===== config.mk =====
export PLATFORM = sky130hd
export DESIGN_NAME = reg_share_arbiter
export DESIGN_NICKNAME = d
export VERILOG_FILES = /design/src/rtl/reg_share_arbiter.sv
export SDC_FILE = /design/constraint.sdc
export NUM_CORES = 1
export LEC_CHECK = 0
export BUFFER_PORTS_ARGS = -buffer_cell sky130_fd_sc_hd__buf_2
export CAP_MARGIN = 0
export CORE_ASPECT_RATIO = 1.4
export CORE_MARGIN = 2
export CORE_UTILIZATION = 45
export CTS_CLUSTER_SIZE = 14
export DETAILED_ROUTE_END_ITERATION = 7
export HOLD_SLACK_MARGIN = 0.15
export PLACE_DENSITY = 0.78
export SETUP_SLACK_MARGIN = 0.2
export SYNTH_ARGS = -nofsm -noshare
export SYNTH_HDL_FRONTEND = slang
export SYNTH_SLANG_ARGS = --single-unit

===== constraint.sdc =====
create_clock -name clk -period 1.9 [get_ports clk]
set_clock_uncertainty 0.2 [all_clocks]
set_input_delay 0.38 -clock clk [delete_from_list [all_inputs] [get_ports clk]]
set_output_delay 0.38 -clock clk [all_outputs]
set_load 0.01 [all_outputs]

===== src/rtl/reg_share_arbiter.sv =====
// Round-robin arbiter that shares one W-bit register between two 4-phase req/ack ports.
// Each port can read or write the register. Accesses are serialised, and read data is returned on rdata.
module reg_share_arbiter #(
    parameter int W = 16
) (
    input  logic         clk,
    input  logic         rst_n,
    input  logic         req0,
    input  logic         wr0,
    input  logic [W-1:0] wdata0,
    output logic         ack0,
    input  logic         req1,
    input  logic         wr1,
    input  logic [W-1:0] wdata1,
    output logic         ack1,
    output logic [W-1:0] rdata,
    output logic [W-1:0] reg_q,
    output logic         busy,
    output logic         owner
);

    typedef enum logic [1:0] {
        ST_IDLE    = 2'd0,
        ST_ACCESS  = 2'd1,
        ST_RELEASE = 2'd2
    } state_t;

    state_t         r_state;
    state_t         w_next;
    logic           r_owner;
    logic [W-1:0]   r_reg;
    logic [W-1:0]   r_rdata;

    logic           w_req_own;
    logic           w_wr_own;
    logic [W-1:0]   w_wdata_own;

    assign w_req_own   = r_owner ? req1   : req0;
    assign w_wr_own    = r_owner ? wr1    : wr0;
    assign w_wdata_own = r_owner ? wdata1 : wdata0;

    // NOTE: sequential state uses non-blocking assignments so every flop samples pre-edge values.
    always_ff @(posedge clk) begin
        if (!rst_n) begin
            r_state <= ST_IDLE;
        end else begin
            r_state <= w_next;
        end
    end

    always_comb begin
        w_next = r_state;
        case (r_state)
            ST_IDLE:    if (req0 || req1) w_next = ST_ACCESS;
            ST_ACCESS:  w_next = ST_RELEASE;
            ST_RELEASE: if (!w_req_own) w_next = ST_IDLE;
            default:    w_next = ST_IDLE;
        endcase
    end

    // The grant is taken in IDLE. Under contention the port that was not served last wins.
    always_ff @(posedge clk) begin
        if (!rst_n) begin
            r_owner <= 1'b1;
            r_reg   <= '0;
            r_rdata <= '0;
        end else begin
            if (r_state == ST_IDLE && (req0 || req1)) begin
                r_owner <= (req0 && req1) ? ~r_owner : req1;
            end
            if (r_state == ST_ACCESS) begin
                if (w_wr_own) begin
                    r_reg <= w_wdata_own;
                end else begin
                    r_rdata <= r_reg;
                end
            end
        end
    end

    // NOTE: every output gets a default first, so this block cannot infer a latch.
    always_comb begin
        ack0 = 1'b0;
        ack1 = 1'b0;
        busy = (r_state != ST_IDLE);
        if (r_state == ST_RELEASE) begin
            ack0 = ~r_owner;
            ack1 = r_owner;
        end
    end

    assign rdata = r_rdata;
    assign reg_q = r_reg;
    assign owner = r_owner;

endmodule


==> impl_metrics.json <==
{
  "start_kind": "flip-flop",
  "path_class": "flip-flop to primary output",
  "dpl_cell_area_mm2": 0.00196,
  "overflow": 0,
  "routedWlPerCell_um": 11.7,
  "clock_latency_ns": 0.28,
  "syn_avg_cell_area_um2": 9.74,
  "io_buffers": 73,
  "synth_cell_types": 17,
  "cts_hold_buf": 0,
  "vdd_drop_max_mv": 0.561,
  "die_area_mm2": 0.00395,
  "max-cap-violations": 0,
  "track_usage": 0.179,
  "outcome": "completed",
  "syn_area_mm2": 0.00156,
  "slew_headroom": 0.824,
  "finalPower_mw": 1.74,
  "firstDrtPassIters": 4,
  "yosysTopAreaCellShare": 0.450,
  "placed_cells": 268,
  "placementRows": 25,
  "design.portCount": 74,
  "powerDensity_mw_per_mm2": 829,
  "routed-via-count": 1306,
  "fin_crit_sh": 0.845,
  "fp.dieH_um": 73.6,
  "syn_nets": 198,
  "h-tree-depth": 2,
  "postLayoutCellArea_mm2": 0.00210,
  "finalHoldViolCount": 0,
  "antenna_found_initial": 0,
  "die_width_um": 53.7,
  "dp_slack_ns": 0.356,
  "drc_errors": 0,
  "max_freq_mhz": 623,
  "diodes": 0,
  "coreArea_mm2": 0.00335,
  "routed_wl_um": 3250,
  "grt_pass1_vias": 1247,
  "tns_ns": 0,
  "clkSinkCount": 35,
  "ys_seq_area_frac": 0.450,
  "finalCriticalPeriod_ns": 1.61,
  "cts_tree": "done",
  "critPathArrivalTime_ns": 1.03,
  "critical_path_required_ns": 1.32,
  "clockRootBuffer": "clkbuf_8",
  "synth_cells": 160,
  "grt_pass1_wl_um": 5130,
  "syn_to_final_growth_pct": 34.9,
  "grt_setup_unrepaired": "no",
  "holdWs_ns": 0.169,
  "synthTopCellsByArea": "dfxtp_1 45%, mux2i_1 21%, mux2_2 12%, nand2_1 12%, buf_6 2.2%",
  "synth-seq-cells": 35,
  "cts_buffer_depth": 2,
  "worstMarginPinSlew_ns": 0.258,
  "crit_fanout": 12,
  "netlist.top_cell.by_area": "dfxtp_1",
  "setup_ws_ns": 0.294,
  "utilization": 0.628,
  "critPathCaptureType": "primary output",
  "power_leakage_nw": 1.10,
  "cts_buffers": 5,
  "via_per_inst": 4.70,
  "grt_max_degree": 52,
  "final_nets": 275,
  "clk_pin_slew_ns": 0.07,
  "hpwl_um": 2440,
  "fillers": 302,
  "drt-initial-drc-count": 21,
  "ant_nets": 0,
  "fin_cells": 278,
  "layout-drive-gt1-share": 0.454,
  "setup_violations": 0,
  "start_util": 0.465,
  "gp_congestion": 0.726,
  "final_max_slew_viol_count": 0,
  "min_path_type": "input port to flip-flop",
  "yosysWarnings": 0
}
==> Yosys cell counts <==
| library cell | instances |
|---|---|
| nor2_4 | 1 |
| buf_6 | 3 |
| a21oi_1 | 1 |
| mux2_2 | 16 |
| and3_1 | 1 |
| nand2b_1 | 2 |
| dfxtp_1 | 35 |
| nand3b_1 | 1 |
| mux2i_1 | 33 |
| clkbuf_1 | 6 |
| and2_1 | 1 |
| inv_1 | 2 |
| o21ai_0 | 3 |
| buf_2 | 2 |
| nor2_1 | 4 |
| mux2i_2 | 1 |
| nand2_1 | 48 |
==> layout by cell type (no fill, tap or decap), types with 2 or more instances in the layout <==
| cell type | n |
|---|---|
| buf_2 | 73 |
| nand2_1 | 48 |
| dfxtp_1 | 34 |
| mux2i_1 | 33 |
| mux2_2 | 16 |
| clkbuf_8 | 6 |
| buf_4 | 6 |
| nor2_1 | 4 |
| o21ai_0 | 3 |
| inv_1 | 2 |
| nand2b_1 | 2 |
==> kinds of logic after synthesis <==
logic type             after synthesis  synth area share
multiplexers                        50             0.337
flip-flops                          35             0.450
AO/OA/AOI/OAI                        4            0.0128
buffers and inverters               13            0.0474
AND/OR/NAND/NOR                     58             0.153
==> layer usage <==
layer  GRT usage  share of wire  up-vias
met5           0              0        -
met4      0.0684          0.010        0
met3      0.0711          0.076        5
met2       0.301           0.51       50
met1       0.196           0.40      568
li1            -              -      683
==> cell type report <==
class	count	area (um^2)	area share
Inverter	2	7.51	0.00357
Multi-Input combinational cell	112	783	0.373
Timing Repair Buffer	81	442	0.210
Clock buffer	6	82.6	0.0393
Tap cell	40	50.0	0.0238
Clock inverter	2	35.0	0.0167
Sequential cell	35	702	0.334
==> what timing repair did <==
item / CTS / global route
hold endpoints to repair: 0 / 0
gates resized for setup: 1 / 1
setup buffers: 0 / 2
endpoints found under the setup margin: 1 / 2
==> worst max-delay path, stage by stage (launching register included) <==
cell and delay (ns):
dfxtp_2 0.36, buf_4 0.22, buf_2 0.16
==> sequential cells by signal, indices dropped and copies added (netlist names) <==
signal,count
rdata,16
reg_q,16
r_state,2
owner,1
==> where the power goes <==
group / total (mW) / switching (mW) / internal (mW)
clock network: 0.684 / 0.259 / 0.424
logic: 0.281 / 0.132 / 0.149
registers: 0.778 / 0.0156 / 0.762
total: 1.74 / 0.407 / 1.34
==> final timing paths <==
check | from | end | slack (ns) | cells after the start
setup reg to reg | owner$_SDFFE_PN1P_ | rdata[0]$_SDFFE_PN0P_ | 0.43 | 4
setup / recovery | owner$_SDFFE_PN1P_ | owner | 0.29 | 2
hold / removal | req0 | r_state[0]$_SDFFE_PN0P_ | 0.17 | 3
hold reg to reg | rdata[6]$_SDFFE_PN0P_ | rdata[6]$_SDFFE_PN0P_ | 0.26 | 2
(Power assumes the default switching activity.)
